**src/rtl/alu_stream_core_if.sv**
```systemverilog
// Stream handshake bundle for alu_stream_core: operand input channel and result/flags output channel.
interface alu_stream_core_if #(
  parameter int WIDTH = 8,
  parameter int DEPTH = 4
);
  localparam int CW = $clog2(DEPTH) + 1;

  logic             in_valid;
  logic             in_ready;
  logic [2:0]       op;
  logic [WIDTH-1:0] a;
  logic [WIDTH-1:0] b;
  logic             out_valid;
  logic             out_ready;
  logic [WIDTH-1:0] result;
  logic [2:0]       flags;
  logic [CW-1:0]    count;

  modport master (
    output in_valid, op, a, b, out_ready,
    input  in_ready, out_valid, result, flags, count
  );

  modport slave (
    input  in_valid, op, a, b, out_ready,
    output in_ready, out_valid, result, flags, count
  );
endinterface

```
**src/rtl/alu_stream_core.sv**
```systemverilog
// Streaming ALU: operand register, single compute stage, result FIFO with credit-based input throttling.
// Define ALU_STREAM_MUL_EN to make opcode 111 a multiply; otherwise it is flagged illegal.
module alu_stream_core #(
  parameter int WIDTH = 8,
  parameter int DEPTH = 4
) (
  input  logic               clk,
  input  logic               rst_n,
  input  logic               ena,
  alu_stream_core_if.slave   bus
);
  localparam int AW = $clog2(DEPTH);
  localparam int CW = AW + 1;
  localparam logic [CW:0] DEPTH_C = (CW + 1)'(DEPTH);

  typedef logic [WIDTH-1:0] word_t;

  logic          s1_valid_q, s1_valid_d;
  logic [2:0]    s1_op_q, s1_op_d;
  word_t         s1_a_q, s1_a_d;
  word_t         s1_b_q, s1_b_d;
  word_t         acc_q, acc_d;
  word_t         res_mem_q [DEPTH];
  word_t         res_mem_d [DEPTH];
  logic [2:0]    flg_mem_q [DEPTH];
  logic [2:0]    flg_mem_d [DEPTH];
  logic [AW-1:0] wr_ptr_q, wr_ptr_d;
  logic [AW-1:0] rd_ptr_q, rd_ptr_d;
  logic [CW-1:0] count_q, count_d;

  logic          in_ready_c, in_fire, out_fire, push;
  logic [WIDTH:0] sum_w;
  word_t         c_res;
  logic          c_carry, c_ovf, c_zero;
`ifdef ALU_STREAM_MUL_EN
  logic [2*WIDTH-1:0] prod_w;
`endif

  // Credit check counts the op sitting in stage 1, so a full FIFO can never be overrun.
  assign in_ready_c = rst_n && ena && (({1'b0, count_q} + {{CW{1'b0}}, s1_valid_q}) < DEPTH_C);
  assign in_fire    = bus.in_valid && in_ready_c;
  assign out_fire   = (count_q != '0) && bus.out_ready;
  assign push       = s1_valid_q;

  always_comb begin
    c_res   = '0;
    c_carry = 1'b0;
    c_ovf   = 1'b0;
    sum_w   = '0;
    acc_d   = acc_q;
`ifdef ALU_STREAM_MUL_EN
    prod_w  = '0;
`endif
    case (s1_op_q)
      3'b000: begin
        sum_w   = {1'b0, s1_a_q} + {1'b0, s1_b_q};
        c_res   = sum_w[WIDTH-1:0];
        c_carry = sum_w[WIDTH];
        c_ovf   = (s1_a_q[WIDTH-1] == s1_b_q[WIDTH-1]) && (c_res[WIDTH-1] != s1_a_q[WIDTH-1]);
      end
      3'b001: begin
        sum_w   = {1'b0, s1_a_q} - {1'b0, s1_b_q};
        c_res   = sum_w[WIDTH-1:0];
        c_carry = sum_w[WIDTH];
        c_ovf   = (s1_a_q[WIDTH-1] != s1_b_q[WIDTH-1]) && (c_res[WIDTH-1] != s1_a_q[WIDTH-1]);
      end
      3'b010: c_res = s1_a_q & s1_b_q;
      3'b011: c_res = s1_a_q | s1_b_q;
      3'b100: c_res = s1_a_q ^ s1_b_q;
      3'b101: begin
        sum_w   = {1'b0, acc_q} + {1'b0, s1_a_q};
        c_res   = sum_w[WIDTH-1:0];
        c_carry = sum_w[WIDTH];
        c_ovf   = (acc_q[WIDTH-1] == s1_a_q[WIDTH-1]) && (c_res[WIDTH-1] != acc_q[WIDTH-1]);
        if (s1_valid_q) acc_d = c_res;
      end
      3'b110: begin
        if (s1_valid_q) acc_d = '0;
      end
      default: begin
`ifdef ALU_STREAM_MUL_EN
        prod_w  = s1_a_q * s1_b_q;
        c_res   = prod_w[WIDTH-1:0];
        c_carry = |prod_w[2*WIDTH-1:WIDTH];
`else
        c_ovf   = 1'b1;
`endif
      end
    endcase
    c_zero = (c_res == '0);
  end

  always_comb begin
    s1_valid_d = in_fire;
    s1_op_d    = in_fire ? bus.op : s1_op_q;
    s1_a_d     = in_fire ? bus.a  : s1_a_q;
    s1_b_d     = in_fire ? bus.b  : s1_b_q;
    res_mem_d  = res_mem_q;
    flg_mem_d  = flg_mem_q;
    wr_ptr_d   = wr_ptr_q;
    rd_ptr_d   = rd_ptr_q;
    count_d    = count_q;
    if (push) begin
      res_mem_d[wr_ptr_q] = c_res;
      flg_mem_d[wr_ptr_q] = {c_ovf, c_carry, c_zero};
      wr_ptr_d            = wr_ptr_q + AW'(1);
    end
    if (out_fire) rd_ptr_d = rd_ptr_q + AW'(1);
    case ({push, out_fire})
      2'b10:   count_d = count_q + CW'(1);
      2'b01:   count_d = count_q - CW'(1);
      default: count_d = count_q;
    endcase
  end

  always_ff @(posedge clk or negedge rst_n) begin
    if (!rst_n) begin
      s1_valid_q <= 1'b0;
      s1_op_q    <= '0;
      s1_a_q     <= '0;
      s1_b_q     <= '0;
      acc_q      <= '0;
      wr_ptr_q   <= '0;
      rd_ptr_q   <= '0;
      count_q    <= '0;
      for (int unsigned i = 0; i < DEPTH; i++) begin
        res_mem_q[i] <= '0;
        flg_mem_q[i] <= '0;
      end
    end else begin
      s1_valid_q <= s1_valid_d;
      s1_op_q    <= s1_op_d;
      s1_a_q     <= s1_a_d;
      s1_b_q     <= s1_b_d;
      acc_q      <= acc_d;
      wr_ptr_q   <= wr_ptr_d;
      rd_ptr_q   <= rd_ptr_d;
      count_q    <= count_d;
      res_mem_q  <= res_mem_d;
      flg_mem_q  <= flg_mem_d;
    end
  end

  assign bus.in_ready  = in_ready_c;
  assign bus.out_valid = (count_q != '0);
  assign bus.result    = res_mem_q[rd_ptr_q];
  assign bus.flags     = flg_mem_q[rd_ptr_q];
  assign bus.count     = count_q;
endmodule

```
**src/flat_wrapper.sv**
```systemverilog
// flat-port wrapper written by rule: the top's interface ports become plain ports
module alu_stream_core_flat 
#(
  parameter int WIDTH = 8,
  parameter int DEPTH = 4
)
  (clk, rst_n, ena, bus_in_valid, bus_op, bus_a, bus_b, bus_out_ready, bus_in_ready, bus_out_valid, bus_result, bus_flags, bus_count);
  alu_stream_core_if #(.WIDTH(WIDTH), .DEPTH(DEPTH)) bus_i ();
  input  logic clk;
  input  logic rst_n;
  input  logic ena;
  input wire logic [$bits(bus_i.in_valid)-1:0] bus_in_valid;
  input wire logic [$bits(bus_i.op)-1:0] bus_op;
  input wire logic [$bits(bus_i.a)-1:0] bus_a;
  input wire logic [$bits(bus_i.b)-1:0] bus_b;
  input wire logic [$bits(bus_i.out_ready)-1:0] bus_out_ready;
  output wire logic [$bits(bus_i.in_ready)-1:0] bus_in_ready;
  output wire logic [$bits(bus_i.out_valid)-1:0] bus_out_valid;
  output wire logic [$bits(bus_i.result)-1:0] bus_result;
  output wire logic [$bits(bus_i.flags)-1:0] bus_flags;
  output wire logic [$bits(bus_i.count)-1:0] bus_count;
  assign bus_i.in_valid = bus_in_valid;
  assign bus_i.op = bus_op;
  assign bus_i.a = bus_a;
  assign bus_i.b = bus_b;
  assign bus_i.out_ready = bus_out_ready;
  assign bus_in_ready = bus_i.in_ready;
  assign bus_out_valid = bus_i.out_valid;
  assign bus_result = bus_i.result;
  assign bus_flags = bus_i.flags;
  assign bus_count = bus_i.count;
  alu_stream_core #(.WIDTH(WIDTH), .DEPTH(DEPTH)) u_core (.clk(clk), .rst_n(rst_n), .ena(ena), .bus(bus_i));
endmodule
```
**config.mk**
```make
export PLATFORM = sky130hd
export DESIGN_NAME = alu_stream_core_flat
export DESIGN_NICKNAME = d
export VERILOG_FILES = /design/src/rtl/alu_stream_core_if.sv /design/src/rtl/alu_stream_core.sv /design/src/flat_wrapper.sv
export SDC_FILE = /design/constraint.sdc
export NUM_CORES = 1
export LEC_CHECK = 0
export BUFFER_PORTS_ARGS = -buffer_cell sky130_fd_sc_hd__clkbuf_2
export CAP_MARGIN = 25
export CORE_MARGIN = 4
export CORE_UTILIZATION = 50
export DETAILED_ROUTE_END_ITERATION = 6
export GPL_TIMING_DRIVEN = 0
export PLACE_DENSITY = 0.73
export SKIP_LAST_GASP = 1
export SLEW_MARGIN = 20
export SYNTH_ARGS = -nofsm -noshare
export SYNTH_HDL_FRONTEND = slang
export SYNTH_SLANG_ARGS = --single-unit
```
**constraint.sdc**
```tcl
create_clock -name clk -period 2.57 [get_ports clk]
set_clock_uncertainty 0.1 [all_clocks]
set_input_delay 0 -clock clk [delete_from_list [all_inputs] [get_ports clk]]
set_output_delay 0 -clock clk [all_outputs]
set_load 0.005 [all_outputs]
```
==> results of run 1 <==
[how the worst min path moves through the flow]
stage / startpoint / to
final: rst_n / u_core.res_mem_q[0]
after global routing: ena / u_core.s1_op_q[0]
after CTS: ena / u_core.s1_op_q[1]
after detailed placement: rst_n / u_core.res_mem_q[0]
after global placement: bus_op[0] / u_core.s1_op_q[0]
after floorplan: rst_n / u_core.acc_q[0]
[worst register-to-register path: stages, from the launching register on]
cell,delay [ns]
dfrtp_1,0.42
ha_4,0.16
inv_2,0.03
fa_2,0.33
nand2b_4,0.16
a2111oi_4,0.34
nor2_1,0.11
mux2i_2,0.19
a2111oi_4,0.43
and4_4,0.32
mux2_2,0.16
[power groups by stage]
stage	logic (µW)	registers (µW)	clock network, µW
after floorplan	3660	2060	0
after global placement	4710	2150	0
after detailed placement	4840	2190	0
after CTS	5360	2160	997
after global routing	6470	2250	1060
final	5890	2180	987
[per-stage QoR]
step                cell area [µm²]    util  power, µW  setup TNS [ns]  setup WS, ns
CTS                            6133  0.6218       8513          -1.603       -0.2002
finish                         6320  0.6407       9058          -1.448       -0.2390
floorplan                      5115       -       5722               0       0.02916
global placement               5477  0.5552       6860          -10.59       -0.4254
detailed placement             5507  0.5582       7032          -3.992       -0.4086
global route                   6320  0.6407       9767          -3.127       -0.3454
[final cells by class]
type	count	area, µm²
clock inverter	7	78.83
fill	781	3545
clock buffer	9	123.9
timing repair buffer	80	585.6
tap	133	166.4
multi-input combinational	404	3112
buffer	24	136.4
inverter	35	131.4
sequential	79	1986
[state kept, by name (all words and copies together), names as in the netlist]
signal / cells
u_core.res_mem_q: 32
u_core.s1_a_q: 8
u_core.flg_mem_q: 12
u_core.acc_q: 8
u_core.bus.count: 3
u_core.push: 1
u_core.wr_ptr_q: 2
u_core.rd_ptr_q: 2
u_core.s1_b_q: 8
u_core.s1_op_q: 3
[synthesized netlist by cell type, drive strengths merged, types with 2 or more instances]
library cell	instances
nor2	20
a31oi	6
a21o	2
nand2b	7
and4	2
o211ai	5
a211o	3
buf	16
xor2	8
nand4	2
o211a	5
mux2i	4
and3	2
nand3b	3
nor3	4
nand2	94
mux2	4
or3	4
a2111oi	2
a221oi	4
o21ai	77
a22oi	2
clkbuf	9
mux4	11
or2	2
and2	3
nand3	9
dfrtp	79
fa	4
ha	39
a21oi	32
xnor2	9
nor2b	8
inv	35
a211oi	3
[layer usage]
metal | part of all wire | vias to the layer above | track usage | routed length, µm
li1 | - | 2093 | - | -
met1 | 0.43 | 2175 | 0.3057 | 5755
met2 | 0.50 | 131 | 0.3974 | 6749
met3 | 0.049 | 25 | 0.05151 | 659
met4 | 0.016 | 0 | 0.07033 | 210
met5 | 0 | - | 0 | 0
[cell families (layout without fill, tap and decap cells)]
family | Yosys count | count (layout)
AND/OR/NAND/NOR | 166 | 166
AO/OA/AOI/OAI | 159 | 159
flip-flops | 79 | 79
buffers and inverters | 60 | 155
adder cells (fa/ha/maj) | 43 | 43
multiplexers | 19 | 19
XOR/XNOR | 17 | 17
[what timing repair did]
action,in CTS,in global routing
setup endpoints to repair,24,34
gates cloned,0,1
hold endpoints to repair,100,0
hold buffers,22,0
gates resized for setup,26,49
pin swaps,14,23
buffers inserted,13,6
==> flow_metrics.tcl, run 1 <==
set metrics [dict create \
    status "finished with violations" \
    violations "setup timing" \
    cellInternalPower_uw 4821 \
    cpPeakStageDelay_ns 0.43 \
    synth_top_area_frac 0.3884 \
    hold_viol 0 \
    final_common_cell "nand2_1" \
    post-route-drc-count 0 \
    synth_top_family_by_area "compound AO/OA/AOI/OAI gates" \
    synthFlopType "dfrtp_1" \
    drive_above_1_share 0.2618 \
    cp_cell_sequence "ha_4 -> inv_2 -> fa_2 -> nand2b_4 -> a2111oi_4 -> nor2_1 -> mux2i_2 -> a2111oi_4 -> and4_4 -> mux2_2" \
    critical_path_class "flip-flop to flip-flop" \
    syn-num-nets 610 \
    cts_buffers 9 \
    vias_per_cell 5.738 \
    yosys.area_share.simple 0.1539 \
    setup_viol 12 \
    rows 36 \
    critPathArrivalTime_ns 3.01 \
    crit_path_max_fanout 4 \
    coreArea_mm2 0.009864 \
    htreeDepth 3 \
    hold_class "input port to async pin" \
    cts_tree "yes" \
    ys.warnings.count 0 \
    avgSynthCellArea_um2 9.374 \
    worstMarginPinSlew_ns 0.8110 \
    cp-start-kind "flip-flop" \
    synthTopCellsByArea "dfrtp_1, ha_1, o21ai_0, nand2_1, mux4_2" \
    grt_setup_unrepaired "yes" \
    wire_per_inst_um 17.35 \
    start_util 0.5160 \
    syn-cell-area_mm2 0.005090 \
    power_frac_seq 0.241 \
    synthMuxAreaShare 0.06539 \
    grt_max_degree 57 \
    synth_compound_area_frac 0.1996 \
    synth-xor-area-share 0.02925 \
    async_flop_share 1.000 \
    dieArea_mm2 0.01186 \
    wl_um 13370 \
    clk_latency_ns 0.36 \
    syn2layout_area_growth_pct 24.16 \
    max-vdd-ir-drop_mv 0.7018 \
    cp_num_buf_inv 1 \
    io_pins 40 \
    power_leakage_uw 0.002822 \
    power_density_mw_per_mm2 1433 \
    critical_path_depth 10 \
    die_w_um 108.9 \
    ys_seq_elements 79 \
    clock-sinks 79 \
    syn_inst 543 \
    grt_usage 0.2362 \
    cpMaxStageDelayCell "a2111oi_4" \
    period_share 1.093 \
    p_switching_uw 4237 \
    hold_ws_ns 0.01146 \
    final_cell_mix "nand2_1, dfrtp_1, o21ai_0" \
    cts_root_buf "clkbuf_8" \
    r2r-start "u_core.s1_b_q[0]" \
    reg2reg_to "u_core.flg_mem_q[3]" \
    clkPwrFrac 0.109 \
    place.gp.congestion 0.8501 \
    hpwlAfterDp_um 9501 \
    yosysTopAreaCell "dfrtp_1" \
    grt_pass1_vias 4392 \
    period_needed_ns 2.809 \
    synth_cell_types 72 \
    combPwrFrac 0.650 \
    crit_end "u_core.flg_mem_q[3]" \
    nets 700 \
    drtIter0Drc 235 \
    critPathCaptureType "flip-flop" \
    max_freq_mhz 356.0 \
    crit_family "compound AO/OA/AOI/OAI gates" \
    die_height_um 108.9 \
    crit_start "u_core.s1_b_q[0]" \
    synth_edf_count 0 \
    instances_no_fill 771 \
    sw_frac_of_total 0.4678 \
    grt_overflow 0 \
    r2r_cells 10 \
    setup_slack_ns -0.2390 \
    synth_sequential_area_ratio 0.3884 \
    first_pass_iters 5 \
    antenna_found_initial 0 \
    path_common_cell "a2111oi_4" \
    r2r_setup_slack_ns -0.24 \
    timing.critical_path.required_ns 2.77 \
    ant_nets 0 \
    slew_viol_final 0 \
    diodes 0 \
    io_buffers 39 \
    cap_violations 0 \
    synthAdderAreaFrac 0.1116 \
    numPlacedInstances 716 \
    grt_pass1_wl_um 21730 \
    vias 4424 \
    path_clk_slew_ns 0.09 \
    relSlewSlack 0.4593 \
    clk_path_buf_depth 2 \
]
(Power assumes the default switching activity.)
==> inputs of run 2 (changes only) <==
--- a/config.mk
+++ b/config.mk
@@ -7,11 +7,13 @@
 export LEC_CHECK = 0
 export BUFFER_PORTS_ARGS = -buffer_cell sky130_fd_sc_hd__clkbuf_2
 export CAP_MARGIN = 25
+export CELL_PAD_IN_SITES_DETAIL_PLACEMENT = 1
+export CELL_PAD_IN_SITES_GLOBAL_PLACEMENT = 1
 export CORE_MARGIN = 4
-export CORE_UTILIZATION = 50
+export CORE_UTILIZATION = 43
 export DETAILED_ROUTE_END_ITERATION = 6
 export GPL_TIMING_DRIVEN = 0
-export PLACE_DENSITY = 0.73
+export PLACE_DENSITY = 0.79
 export SKIP_LAST_GASP = 1
 export SLEW_MARGIN = 20
 export SYNTH_ARGS = -nofsm -noshare
==> constraint.sdc (replaced) <==
create_clock -name clk -period 2.57 [get_ports clk]
set_clock_uncertainty 0.1 [all_clocks]
set_input_delay 0 -clock clk [delete_from_list [all_inputs] [get_ports clk]]
set_output_delay 0 -clock clk [all_outputs]
set_load 0.02 [all_outputs]
==> run 2 against run 1 <==
  * The flow still finishes with violations (setup timing)
  * Via count is 2.5% higher
  * Global-route usage is 0.89 points higher
  * Critical path type unchanged
  * Utilization is 7.4 points lower
  * Die area rose by 15%
  * Fmax rose by 2.2%
  * Power grew 11%
  * Critical path depth shrank 1
  * Worst hold slack improved by 0.042 ns
  * Clock-buffer cell count is 1 higher
  * Clock power up 35%
  * Routed wire length rose by 20%
  * Cell area rose by 3.3%
  * Largest power group unchanged
==> flow_metrics.tcl, run 2 (same netlist as run 1, synthesis figures left out) <==
set metrics [dict create \
    status "finished with violations" \
    violations "setup timing" \
    r2r-start "u_core.s1_b_q[2]" \
    syn2layout_area_growth_pct 28.24 \
    finish.instance_area_mm2 0.006528 \
    max_freq_mhz 363.9 \
    max-vdd-ir-drop_mv 0.5966 \
    critPathCaptureType "flip-flop" \
    period_needed_ns 2.748 \
    hold_class "input port to async pin" \
    vias 4535 \
    r2r_setup_slack_ns -0.18 \
    wl_um 16060 \
    relSlewSlack 0.4265 \
    crit_start "u_core.s1_b_q[2]" \
    power_density_mw_per_mm2 1537 \
    final_cell_mix "nand2_1, dfrtp_1, o21ai_0" \
    grt_pass1_vias 4921 \
    dieArea_mm2 0.01364 \
    setup_viol 16 \
    grt_setup_unrepaired "yes" \
    cp_num_buf_inv 1 \
    grt_max_degree 54 \
    largest_register "u_core.res_mem_q" \
    hold_viol 0 \
    grt_overflow 0 \
    final_common_cell "nand2_1" \
    place.gp.congestion 0.8629 \
    die_height_um 116.8 \
    critical_path_class "flip-flop to flip-flop" \
    cap_violations 0 \
    crit_family "compound AO/OA/AOI/OAI gates" \
    path_common_cell "o211a_1" \
    fin_util 0.5668 \
    largest_register_ff_count 32 \
    slew_viol_final 0 \
    timing.critical_path.required_ns 2.71 \
    power_leakage_uw 0.002941 \
    drtIter0Drc 252 \
    reg.largest.list "u_core.res_mem_q x32, u_core.flg_mem_q x12" \
    io_pins 40 \
    cpPeakStageDelay_ns 0.36 \
    rows 39 \
    cp-start-kind "flip-flop" \
    io_buffers 39 \
    hpwlAfterDp_um 10820 \
    antenna_found_initial 0 \
    ant_nets 0 \
    hold_ws_ns 0.05392 \
    clk_latency_ns 0.36 \
    vias_per_cell 5.733 \
    grt_usage 0.2450 \
    path_clk_slew_ns 0.06 \
    wire_per_inst_um 20.31 \
    postPlaceCellArea_mm2 0.005519 \
    first_pass_iters 4 \
    clk_path_buf_depth 2 \
    cts_root_buf "clkbuf_16" \
    setup_slack_ns -0.1780 \
    diodes 0 \
    post-route-drc-count 0 \
    start_util 0.4420 \
    nets 711 \
    cp_cell_sequence "inv_1 -> ha_1 -> or2_4 -> o211a_1 -> o41ai_4 -> a221oi_1 -> o211a_1 -> and4_4 -> mux2_2" \
    nFillCells 1311 \
    clock-sinks 79 \
    critPathArrivalTime_ns 2.89 \
    period_share 1.069 \
    htreeDepth 3 \
    die_w_um 116.8 \
    coreArea_mm2 0.01152 \
    cts_buffers 9 \
    cpMaxStageDelayCell "dfrtp_1" \
    worstMarginPinSlew_ns 0.8603 \
    crit_path_max_fanout 4 \
    grt_pass1_wl_um 25740 \
    p_total_uw 10030 \
    drive_above_1_share 0.2639 \
    cts_tree "yes" \
]
run 2: cell types whose count changed in the layout (fill, tap and decap cells not counted), moves of 3 or more:
cell	delta
clkbuf_16	+9
buf_4	+8
clkbuf_8	-8
ha_1	+4
ha_2	-3
inv_6	-3
run 2: cell type report:
type / count / area [µm²] / share of cell area
Sequential cell: 79 / 1983 / 0.3038
Timing Repair Buffer: 90 / 681.9 / 0.1045
Multi-Input combinational cell: 404 / 3113 / 0.4769
Clock inverter: 5 / 58.81 / 0.009009
Buffer: 25 / 141.4 / 0.02166
Clock buffer: 10 / 239.0 / 0.03661
Inverter: 35 / 131.4 / 0.02013
Tap cell: 143 / 178.9 / 0.02741
run 2: worst reg2reg max path, delay by kind of cell (launching register included):
| family | cells | cell delay, ns |
|---|---|---|
| AO/OA/AOI/OAI | 4 | 1.10 |
| adder cells (fa/ha/maj) | 1 | 0.24 |
| buffers and inverters | 1 | 0.08 |
| flip-flops | 1 | 0.36 |
| multiplexers | 1 | 0.27 |
| AND/OR/NAND/NOR | 2 | 0.49 |
run 2: path summary, 6_finish.rpt:
check,to,cells past startpoint
max,u_core.flg_mem_q[0],9
min,u_core.res_mem_q[17],3
max reg2reg,u_core.flg_mem_q[0],9
min reg2reg,u_core.res_mem_q[24],2
max in group asynchronous,u_core.s1_op_q[0],4
min in group clk,u_core.s1_op_q[0],6
run 2: power breakdown:
group	internal, µW	total [µW]	leakage [µW]	switching, µW
registers	1770	2190	0.00102	420
clock network	773	1330	0.000141	552
logic	2770	6520	0.00178	3750
run 2: timing repair:
item,CTS,global route
hold buffers,23,0
pin swaps,16,13
endpoints found under the setup margin,25,37
buffers inserted,20,8
endpoints found under the hold margin,100,0
resized for setup,40,29
run 2: metrics by stage:
step / std cells / setup TNS (ns) / setup WS (ns)
after floorplan: 543 / 0 / 0.02916
after global placement: 725 / -12.94 / -0.5472
after detailed placement: 726 / -4.869 / -0.4398
after CTS: 784 / -1.103 / -0.1752
after global routing: 791 / -3.347 / -0.2695
final: 791 / -1.270 / -0.1780
run 2: per-layer routing:
layer | vias to the layer above | GRT usage | part of all wire
li1 | 2121 | - | -
met1 | 2284 | 0.3010 | 0.42
met2 | 109 | 0.4323 | 0.52
met3 | 21 | 0.04370 | 0.037
met4 | 0 | 0.08639 | 0.020
met5 | - | 0 | 0
==> inputs of run 3 (changes only) <==
--- a/config.mk
+++ b/config.mk
@@ -14,7 +14,6 @@
 export DETAILED_ROUTE_END_ITERATION = 6
 export GPL_TIMING_DRIVEN = 0
 export PLACE_DENSITY = 0.79
-export SKIP_LAST_GASP = 1
 export SLEW_MARGIN = 20
 export SYNTH_ARGS = -nofsm -noshare
 export SYNTH_HDL_FRONTEND = slang
==> run 3 against run 2 <==
  * The flow still finishes with violations (setup timing)
  * Combinational power is 0.6% higher
  * Critical path depth up 1
  * Clock-buffer cell count stayed put
  * Final cell count did not move
  * Global-route usage about the same
  * Sequential cell count did not move
  * Worst setup slack worse by 0.0094 ns
  * Die area stayed put
  * Critical endpoint is now u_core.flg_mem_q[6]
  * Largest cell class unchanged
  * Largest power group unchanged
==> flow_metrics.tcl, run 3 (same netlist as run 1, synthesis figures left out) <==
set metrics [dict create \
    final_common_cell "nand2_1" \
    cts_buffers 9 \
    reg2reg_to "u_core.flg_mem_q[6]" \
    clock-sinks 79 \
    die_w_um 116.8 \
    violations "setup timing" \
    largest_register_ff_count 32 \
    vias 4554 \
    worstMarginPinSlew_ns 0.8617 \
    io_pins 40 \
    nFillCells 1310 \
    grt_pass1_wl_um 25720 \
    r2r_cells 10 \
    cpPeakStageDelay_ns 0.44 \
    numPlacedInstances 726 \
    final_cell_mix "nand2_1, dfrtp_1, o21ai_0" \
    setup_viol 16 \
    grt_pass1_vias 4921 \
    nets 711 \
    hold_class "input port to async pin" \
    vias_per_cell 5.757 \
    critPathCaptureType "flip-flop" \
    antenna_found_initial 0 \
    coreArea_mm2 0.01152 \
    htreeDepth 3 \
    critPathArrivalTime_ns 2.95 \
    instances_no_fill 791 \
    ant_nets 0 \
    path_clk_slew_ns 0.06 \
    start_util 0.4420 \
    power_leakage_uw 0.002947 \
    fin_util 0.5712 \
    p_total_uw 10090 \
    drive_above_1_share 0.2654 \
    reg.largest.list "u_core.res_mem_q x32, u_core.flg_mem_q x12" \
    relSlewSlack 0.4255 \
    timing.critical_path.required_ns 2.77 \
    drtIter0Drc 242 \
    r2r-start "u_core.s1_a_q[0]" \
    wire_per_inst_um 20.24 \
    cap_violations 0 \
    clk_path_buf_depth 2 \
    rows 39 \
    max_freq_mhz 362.7 \
    power_density_mw_per_mm2 1534 \
    place.gp.congestion 0.8629 \
    wl_um 16010 \
    dieArea_mm2 0.01364 \
    cts_root_buf "clkbuf_16" \
    grt_max_degree 54 \
    status "finished with violations" \
    period_share 1.073 \
    slew_viol_final 0 \
    clk_latency_ns 0.36 \
    syn2layout_area_growth_pct 29.23 \
    period_needed_ns 2.757 \
    post-route-drc-count 0 \
    hpwlAfterDp_um 10820 \
    grt_setup_unrepaired "yes" \
    cp-start-kind "flip-flop" \
    cpMaxStageDelayCell "dfrtp_2" \
    largest_register "u_core.res_mem_q" \
    hold_viol 0 \
    cp_cell_sequence "inv_2 -> ha_4 -> fa_2 -> o21bai_4 -> a21oi_2 -> xnor2_1 -> a221o_1 -> a211oi_4 -> and4_4 -> mux2_4" \
    grt_usage 0.2448 \
    diodes 0 \
    dp_slack_ns -0.4398 \
    max-vdd-ir-drop_mv 0.5992 \
    grt_overflow 0 \
    die_height_um 116.8 \
    cts_tree "yes" \
    setup_slack_ns -0.1875 \
    crit_path_max_fanout 4 \
    first_pass_iters 5 \
    critical_path_class "flip-flop to flip-flop" \
    r2r_setup_slack_ns -0.19 \
    io_buffers 39 \
]
==> run 3: changes by cell type in the layout (fill, tap and decap cells not counted), sizes merged <==
cell    before  now
buf         44   43
clkbuf      59   60
==> run 3: cell type report <==
cell class	instances	area, µm²	share of cell area
Inverter	35	131.4	0.01997
Timing Repair Buffer	90	693.2	0.1054
Tap cell	143	178.9	0.02720
Sequential cell	79	1983	0.3015
Buffer	25	141.4	0.02150
Clock inverter	5	58.81	0.008940
Multi-Input combinational cell	404	3152	0.4792
Clock buffer	10	239.0	0.03633
==> run 3: through the flow <==
stage,hold slack (ns),instance area (µm²),setup TNS [ns]
global placement,0.1008,5489,-12.94
floorplan,-0.3956,5115,0
CTS,0.05319,6376,-1.086
finish,0.05449,6578,-1.362
global route,0.08361,6578,-3.339
detailed placement,-0.1105,5519,-4.869
==> run 3: timing repair <==
| item | in CTS | in global routing |
|---|---|---|
| pin swaps | 16 | 13 |
| hold buffers | 23 | 0 |
| buffers inserted | 20 | 8 |
| endpoints found under the hold margin | 100 | 0 |
| gates resized for setup | 42 | 34 |
| endpoints found under the setup margin | 25 | 37 |
==> run 3: worst max-delay path by stage <==
stage	startpoint	endpoint	slack [ns]	cells past startpoint
floorplan	u_core.s1_a_q[0]	u_core.flg_mem_q[0]	0.03	10
global placement	rst_n	u_core.s1_b_q[7]	-0.55	8
detailed placement	u_core.s1_a_q[1]	u_core.flg_mem_q[0]	-0.44	9
CTS	u_core.s1_a_q[0]	u_core.flg_mem_q[3]	-0.17	10
global route	u_core.s1_a_q[0]	u_core.flg_mem_q[6]	-0.28	10
finish	u_core.s1_a_q[0]	u_core.flg_mem_q[6]	-0.19	10
==> run 3: report_power, final <==
group / switching (µW) / internal (µW) / leakage (µW) / total, µW
Clock: 548 / 773 / 0.000141 / 1320
Combinational: 3750 / 2810 / 0.00179 / 6560
Sequential: 436 / 1770 / 0.00102 / 2210
Total: 4730 / 5360 / 0.00295 / 10100
==> run 3: critical path: cells and delay by family (launching register included) <==
| family | cells | cell delay [ns] |
|---|---|---|
| adder cells (fa/ha/maj) | 2 | 0.60 |
| AO/OA/AOI/OAI | 4 | 0.90 |
| buffers and inverters | 1 | 0.08 |
| multiplexers | 1 | 0.15 |
| XOR/XNOR | 1 | 0.13 |
| flip-flops | 1 | 0.44 |
| AND/OR/NAND/NOR | 1 | 0.30 |
==> run 3: layer usage <==
layer | GRT usage | vias to the layer above | share of wire
li1 | - | 2118 | -
met3 | 0.04370 | 26 | 0.036
met4 | 0.08639 | 0 | 0.020
met2 | 0.4323 | 106 | 0.52
met5 | 0 | - | 0
met1 | 0.3004 | 2304 | 0.43
